`config.mk`:
```
export PLATFORM = sky130hd
export DESIGN_NAME = mem_arbiter
export DESIGN_NICKNAME = d
export VERILOG_FILES = /design/src/rtl/mem_arbiter_pkg.sv /design/src/rtl/mem_arbiter_arb_pick.sv /design/src/rtl/mem_arbiter.sv
export SDC_FILE = /design/constraint.sdc
export NUM_CORES = 1
export LEC_CHECK = 0
export ABC_AREA = 1
export ABC_CLOCK_PERIOD_IN_PS = 1650
export BUFFER_PORTS_ARGS = -buffer_cell sky130_fd_sc_hd__buf_2
export CAP_MARGIN = 20
export CORE_ASPECT_RATIO = 1.75
export CORE_MARGIN = 4
export CORE_UTILIZATION = 35
export CTS_BUF_LIST = sky130_fd_sc_hd__clkbuf_8
export DETAILED_ROUTE_END_ITERATION = 8
export PLACE_DENSITY = 0.77
export REMOVE_ABC_BUFFERS = 1
export SLEW_MARGIN = 20
export SYNTH_ARGS = -nofsm -noshare
export SYNTH_HDL_FRONTEND = slang
export SYNTH_SLANG_ARGS = --single-unit
```
`constraint.sdc`:
```
create_clock -name clk -period 1.65 [get_ports clk]
set_input_delay 0.0825 -clock clk [delete_from_list [all_inputs] [get_ports clk]]
set_output_delay 0.0825 -clock clk [all_outputs]
set_load 0.05 [all_outputs]
```
`src/rtl/mem_arbiter_pkg.sv`:
```
// mem_arbiter_pkg
//   Shared definitions for the instruction/data memory arbiter: datapath
//   bit position, byte-strobe width and the arbiter state encodings.
//   Optional build macro used by the arbiter: MEM_ARB_STARVE_GUARD_EN.
package mem_arbiter_pkg;

  localparam int MAX_BIT_POS = 31;   // 32-bit datapath, MSB index
  localparam int STRB_W      = 4;    // byte enables per word

  typedef enum logic [1:0] {
    ARB_IDLE   = 2'd0,
    ARB_BUSY_I = 2'd1,
    ARB_BUSY_D = 2'd2
  } arb_state_e;

endpackage

```
`src/rtl/mem_arbiter_arb_pick.sv`:
```
// arb_pick
//   Combinational grant choice for the memory arbiter. Data has fixed
//   priority unless the starvation guard reports a hit while an instruction
//   request is waiting, in which case the instruction port wins.
// Ports:
//   i_req, d_req  - level requests from the instruction and data paths
//   starve_hit    - starvation limit reached (tied low when guard absent)
//   grant_i       - grant the instruction port this arbitration
//   grant_d       - grant the data port this arbitration
module arb_pick
  import mem_arbiter_pkg::*;
(
  input  logic i_req,
  input  logic d_req,
  input  logic starve_hit,
  output logic grant_i,
  output logic grant_d
);

  assign grant_d = d_req & ~(i_req & starve_hit);
  assign grant_i = i_req & ~grant_d;

endmodule

```
`src/rtl/mem_arbiter.sv`:
```
// mem_arbiter
//   Shares one memory port between instruction fetch and the load/store
//   path. One transaction in flight at a time; the memory command is
//   registered at grant and held until m_ready. Completions are routed
//   combinationally to the owning requester and masked if it has dropped
//   its request (redirect), so there is never a ghost completion.
//   Build macro MEM_ARB_STARVE_GUARD_EN: when defined, after STARVE_MAX
//   consecutive data grants with an instruction request waiting, the
//   instruction port is granted once. When undefined, data has strict
//   priority and STARVE_MAX/CNT_W only feed the configuration check.
// Ports:
//   clk, rst                     - clock, async active-low reset
//   i_req/i_addr/i_data/i_ready  - instruction read port
//   d_req/d_we/d_addr/d_wdata/d_wstrb/d_rdata/d_ready - data port
//   m_en/m_we/m_addr/m_wdata/m_wstrb/m_rdata/m_ready  - memory port
//
// state      | meaning
// ARB_IDLE   | no transaction outstanding, arbitrate every cycle
// ARB_BUSY_I | instruction fetch in flight, waiting for m_ready
// ARB_BUSY_D | data access in flight, waiting for m_ready
module mem_arbiter
  import mem_arbiter_pkg::*;
#(
  parameter int STARVE_MAX = 4,
  parameter int CNT_W      = 3
) (
  input  logic                  clk,
  input  logic                  rst,
  input  logic                  i_req,
  input  logic [MAX_BIT_POS:0]  i_addr,
  output logic [MAX_BIT_POS:0]  i_data,
  output logic                  i_ready,
  input  logic                  d_req,
  input  logic                  d_we,
  input  logic [MAX_BIT_POS:0]  d_addr,
  input  logic [MAX_BIT_POS:0]  d_wdata,
  input  logic [STRB_W-1:0]     d_wstrb,
  output logic [MAX_BIT_POS:0]  d_rdata,
  output logic                  d_ready,
  output logic                  m_en,
  output logic                  m_we,
  output logic [MAX_BIT_POS:0]  m_addr,
  output logic [MAX_BIT_POS:0]  m_wdata,
  output logic [STRB_W-1:0]     m_wstrb,
  input  logic [MAX_BIT_POS:0]  m_rdata,
  input  logic                  m_ready
);

  // The counter must be able to hold STARVE_MAX.
  if ((1 << CNT_W) <= STARVE_MAX) begin : g_bad_starve_cfg
    $error("mem_arbiter: 2**CNT_W must exceed STARVE_MAX");
  end

  arb_state_e state;
  logic       starve_hit;
  logic       grant_i;
  logic       grant_d;

  arb_pick u_pick (
    .i_req      (i_req),
    .d_req      (d_req),
    .starve_hit (starve_hit),
    .grant_i    (grant_i),
    .grant_d    (grant_d)
  );

`ifdef MEM_ARB_STARVE_GUARD_EN
  logic [CNT_W-1:0] starve_cnt;

  assign starve_hit = (starve_cnt == CNT_W'(STARVE_MAX));

  // Counts data grants that overtook a waiting instruction request. Only
  // arbitrations (IDLE cycles) touch it; it saturates at STARVE_MAX.
  always_ff @(posedge clk or negedge rst) begin
    if (!rst) begin
      starve_cnt <= '0;
    end else if (state == ARB_IDLE) begin
      if (!i_req || grant_i) begin
        starve_cnt <= '0;
      end else if (grant_d && !starve_hit) begin
        starve_cnt <= starve_cnt + 1'b1;
      end
    end
  end
`else
  assign starve_hit = 1'b0;
`endif

  always_ff @(posedge clk or negedge rst) begin
    if (!rst) begin
      state   <= ARB_IDLE;
      m_en    <= 1'b0;
      m_we    <= 1'b0;
      m_addr  <= '0;
      m_wdata <= '0;
      m_wstrb <= '0;
    end else begin
      case (state)
        ARB_IDLE: begin
          if (grant_d) begin
            state   <= ARB_BUSY_D;
            m_en    <= 1'b1;
            m_we    <= d_we;
            m_addr  <= d_addr;
            m_wdata <= d_wdata;
            m_wstrb <= d_we ? d_wstrb : '0;
          end else if (grant_i) begin
            state   <= ARB_BUSY_I;
            m_en    <= 1'b1;
            m_we    <= 1'b0;
            m_addr  <= i_addr;
            m_wdata <= '0;
            m_wstrb <= '0;
          end
        end
        // No re-grant on the completion edge: one IDLE cycle always
        // separates transactions so a held request is never double-served.
        ARB_BUSY_I, ARB_BUSY_D: begin
          if (m_ready) begin
            state <= ARB_IDLE;
            m_en  <= 1'b0;
          end
        end
        default: begin
          state <= ARB_IDLE;
          m_en  <= 1'b0;
        end
      endcase
    end
  end

  // Masking with the live request suppresses completions of redirected
  // accesses; m_ready in IDLE falls out as ignored.
  assign i_ready = m_ready & (state == ARB_BUSY_I) & i_req;
  assign d_ready = m_ready & (state == ARB_BUSY_D) & d_req;
  assign i_data  = m_rdata;
  assign d_rdata = m_rdata;

endmodule

```
==> After elaboration in Yosys (flattened, before gate mapping) <==
Cells that the tools add are included.
{ "word_totals": {"output_inout_bits": 136, "register_bits": 72, "word_cells": 38, "input_bits": 138} }
{ "op_classes": {"reduce_logical": 5, "n_eq_ne": 4, "n_mux": 17, "bitwise_logic": 6} }
{ "op_table": {"columns": ["operator", "n"], "rows": [
  ["$mux W32", 4],
  ["$mux W4", 3],
  ["$mux W2", 3],
  ["$and A1 B1 Y1", 5],
  ["$mux W1", 5],
  ["$pmux W2 S2", 1],
  ["$reduce_and A2 Y1", 2],
  ["$ne A3 B3 Y1 const B", 1],
  ["$eq A2 B1 Y1 const B", 1],
  ["$eq A2 B2 Y1 const B", 1],
  ["$logic_not A2 Y1", 1],
  ["$ne A2 B2 Y1 const B", 1],
  ["$pmux W1 S2", 1],
  ["$reduce_bool A2 Y1", 1],
  ["$reduce_or A2 Y1", 1],
  ["$not A1 Y1", 1]
]} }

==> Depth between registers and ports, before layout <==
{ "logic_depth": {"ltp_word": 5, "ltp_mapped": 7, "depth_no_buf": 6} }

==> Cells and area by module <==
Synthesis repeated with hierarchy kept, for this count alone.
{ "hier_totals": {"cells_unflattened": 492, "area_unflattened_um2": 3713.6} }
{ "modules_own_cells": {"columns": ["mod", "n_inst", "cells_each", "seq_area_each_um2", "area_per_inst_um2"], "rows": [
  ["mem_arbiter", 1, 488, 1801.7, 3686.0],
  ["arb_pick", 1, 4, 0.0, 27.5]
]} }

==> Worst setup path before layout <==
Ideal clock, no wire load.
{ "synth_path": {"path_kind": "reg2out", "start": "register state[0]", "end": "output d_ready", "path_stages_with_launch": 5, "arrival_ns": 1.293, "slack_ns": 0.275, "path_buffers": 0, "required_ns": 1.567, "path_cell_list": "dfrtp_1 -> inv_1 -> ha_1 -> nand2_1 -> nor2_1"} }
{ "synth_between": {"elab_chain_cells": 3} }
{ "synth_lines": {"columns": ["element", "line", "text"], "rows": [
  ["from (decl)", "mem_arbiter.sv:54", "arb_state_e state;"],
  ["from (signal assigned)", "mem_arbiter.sv:91", "state <= ARB_IDLE;"],
  ["from (signal assigned)", "mem_arbiter.sv:101", "state <= ARB_BUSY_D;"],
  ["from (signal assigned)", "mem_arbiter.sv:108", "state <= ARB_BUSY_I;"],
  ["$eq A2 B2 Y1", "mem_arbiter.sv:135", "assign d_ready = m_ready & (state == ARB_BUSY_D) & d_req;"],
  ["$and A1 B1 Y1 (2 in a row)", "mem_arbiter.sv:135", null],
  ["to (decl)", "mem_arbiter.sv:39", "output logic d_ready,"]
]} }
Every way passes these cells.

==> Final worst setup path <==
{ "layout_path": {"start": "register state[1]", "end": "register m_wdata[2]"} }
{ "layout_between": {"elab_chain_cells": 2} }
{ "layout_lines": {"columns": ["element", "line", "text"], "rows": [
  ["$logic_not A2 Y1", "mem_arbiter.sv:98", "case (state)"],
  ["$reduce_and A2 Y1 (no source line)", null, null],
  ["to (signal assigned)", "mem_arbiter.sv:105", "m_wdata <= d_wdata;"],
  ["to (decl)", "mem_arbiter.sv:43", "output logic [MAX_BIT_POS:0] m_wdata,"]
]} }
Every way passes these cells.
A chain may end at the register's enable or synchronous reset.

==> flow_metrics.tcl <==
set metrics [dict create \
    outcome "complete, no violations" \
    grt_usage_pct 21.3 \
    yosysUniqueCellTypes 14 \
    root_buffer "clkbuf_8" \
    fin_hold_ws_ns 0.0238 \
    slew_headroom_pct 70.8 \
    max_freq_mhz 656 \
    p_sw_uw 5550 \
    ir_worst_vdd_mv 1.22 \
    fin_nets 780 \
    endpoint_kind "flop" \
    synth_edf_count 0 \
    grt_pass1_vias 3314 \
    worstHoldPathType "input port to flop" \
    top_layer "met5" \
    wl_met1_um 4300 \
    yosysSeqAreaShare_pct 48.2 \
    slew_violations 0 \
    hp-start "d_addr[31]" \
    p_int_uw 4550 \
    htree_num_levels 3 \
    worst_pin_slew_ns 0.438 \
    cts_buffer_depth 2 \
    synth_common_cells "nand2_1, dfrtp_1, buf_4" \
    synthTopCellsByArea "dfrtp_1, nand2_1, buf_4" \
    cp_top_family "buffers and inverters" \
    cp_data_required_time_ns 1.93 \
    p_per_area_nw_per_um2 2070 \
    routed_wl_um 13400 \
    drc 0 \
    area_growth_pct 30.4 \
    period_share_pct 92.4 \
    p_seq_share_pct 29.8 \
    synth_warnings 0 \
    start_kind "flop" \
    rsz0062_at_grt "false" \
    power.leakage_uw 0.00294 \
    path_max_fanout 44 \
    multi_input_area_um2 1200 \
    fill_cells 1000 \
    syn_area_um2 3730 \
    placed_area_um2 4290 \
    cap_violations 0 \
    finish.instance_area_um2 4870 \
    yosys_register_bits 72 \
    post_cts_resized 0 \
    fin_crit_ns 1.52 \
    hpwl_um 10600 \
    grt_pass1_wl_um 19300 \
    overflow 0 \
    synth_area_per_cell_um2 7.64 \
    drtIter0Drc 132 \
    place_congestion 0.816 \
    vias 3414 \
    cts.sinks 72 \
    drtAntennaViolNets 0 \
    grt_max_degree 45 \
    start_util_pct 36.0 \
    synth_ff_type "dfrtp_1" \
    arrival_ns 1.80 \
    p_sw_share_pct 54.9 \
    yosysTopAreaCellShare_pct 48.2 \
    die_h_um 145 \
    cts_buffers 9 \
    crit_slowest_cell "buf_4" \
    setup.worst_path.start "state[1]$_DFFE_PN0P_" \
    critPathBufInv 2 \
    viasPerCell 4.43 \
    combPwrFrac_pct 56.3 \
    synth.most_common_cell "nand2_1" \
    wl_per_cell_um 17.4 \
    clk_latency_ns 0.34 \
    slowest_delay_ns 0.41 \
    crit_type "flop to flop" \
    antenna_found_initial 0 \
    power_frac_clock_pct 13.9 \
    io_buffers 177 \
    tritoncts "done" \
    clock_skew_ns 0.00876 \
    diodes 0 \
    crit_top_cell "nand2_1" \
    synth_cells 489 \
    wl_met3_um 2190 \
    design.die.area_um2 12500 \
    fp.coreArea_um2 10400 \
    path_cells "inv_1, ha_1, o21ai_4, buf_4, nand2_1, nand2_1" \
    yosys.area.top_type "dfrtp_1" \
    route.met2.wl_um 6510 \
    die_w_um 86.1 \
    drt_first_pass_iters 4 \
    io_pins 274 \
    drive_above_1_share_pct 31.6 \
    clk_pin_slew_ns 0.09 \
    seqCellArea_um2 1800 \
    finalSetupViolations 0 \
    finalHoldViolations 0 \
    synth-async-reset-ratio_pct 100 \
    rows 49 \
    timing.rr.start "state[1]$_DFFE_PN0P_" \
]
-- through the flow --
stage | instances | power, uW | setup WS, ns | setup TNS (ns) | util [%]
2_1_floorplan | 404 | 7040 | -0.134 | -4.29 | -
3_3_place_gp | 716 | 8590 | 0.218 | 0 | 41.4
3_5_place_dp | 716 | 8670 | 0.159 | 0 | 41.4
4_1_cts | 770 | 10200 | 0.107 | 0 | 47.0
5_1_grt | 770 | 10700 | 0.00428 | 0 | 47.0
6_report | 770 | 10100 | 0.125 | 0 | 47.0
-- power by group through the flow --
stage	clock (uW)	combinational, uW	sequential (uW)
after floorplan	0	1220	5830
after global placement	0	5570	3020
after detailed placement	0	5650	3020
after CTS	1450	5730	3000
after global routing	1510	6090	3110
final	1400	5690	3010
-- metal layers --
layer	vias up	track usage (%)
met5	-	4.13
met1	1473	20.3
li1	1696	-
met3	22	14.5
met2	221	35.7
met4	2	7.76
-- area by class of cell --
| type | count | area share (%) |
|---|---|---|
| Tap cell | 127 | 3.26 |
| Inverter | 38 | 2.93 |
| Multi-Input combinational cell | 294 | 24.7 |
| Timing Repair Buffer | 223 | 28.1 |
| Sequential cell | 72 | 37.0 |
| Clock buffer | 9 | 2.54 |
| Clock inverter | 7 | 1.52 |
-- logic make-up after synthesis --
| logic type | Yosys count | share of synthesized area (%) |
|---|---|---|
| adders and majority gates | 4 | 1.34 |
| AOI/OAI and AO/OA | 33 | 4.72 |
| buffers and inverters | 123 | 19.6 |
| DFF | 72 | 48.2 |
| and+or+nand+nor | 257 | 26.1 |
-- final timing paths --
path / to / depth (start not counted) / slack (ns)
worst max register to register: m_wdata[2]$_DFFE_PN0P_ / 6 / 0.13
worst max-delay path: m_wdata[2]$_DFFE_PN0P_ / 6 / 0.13
min in group asynchronous: m_wdata[26]$_DFFE_PN0P_ / 2 / 0.21
worst min register to register: m_wstrb[2]$_DFFE_PN0P_ / 2 / 0.47
max in group asynchronous: m_addr[6]$_DFFE_PN0P_ / 3 / 0.84
worst min-delay path: m_addr[31]$_DFFE_PN0P_ / 5 / 0.02
-- state kept, by name, indices dropped and copies added, names as in the netlist --
register,count
m_addr,32
m_wdata,32
m_wstrb,4
state,2
m_en,1
m_we,1
-- worst min-delay path: cells and delay by family --
kind            cells  cell delay (ns)
simple gates        3             0.13
buf+inv             1             0.07
compound gates      1             0.06
-- cell usage in the layout, fill, tap and decap left out, types with 4 or more instances in the layout --
master and n:
nand2_1 246, buf_2 176, dfrtp_1 72, dlygate4sd3_1 38, inv_1 37, o21ai_0 32, clkbuf_8 9, nand3_1 7
buf_4 6, ha_1 4
-- timing repair --
action                                 in CTS  in global routing
hold buffers                               38                  0
setup buffers                               0                  0
endpoints found under the hold margin      66                  0
Power figures use the tool's default switching activity.
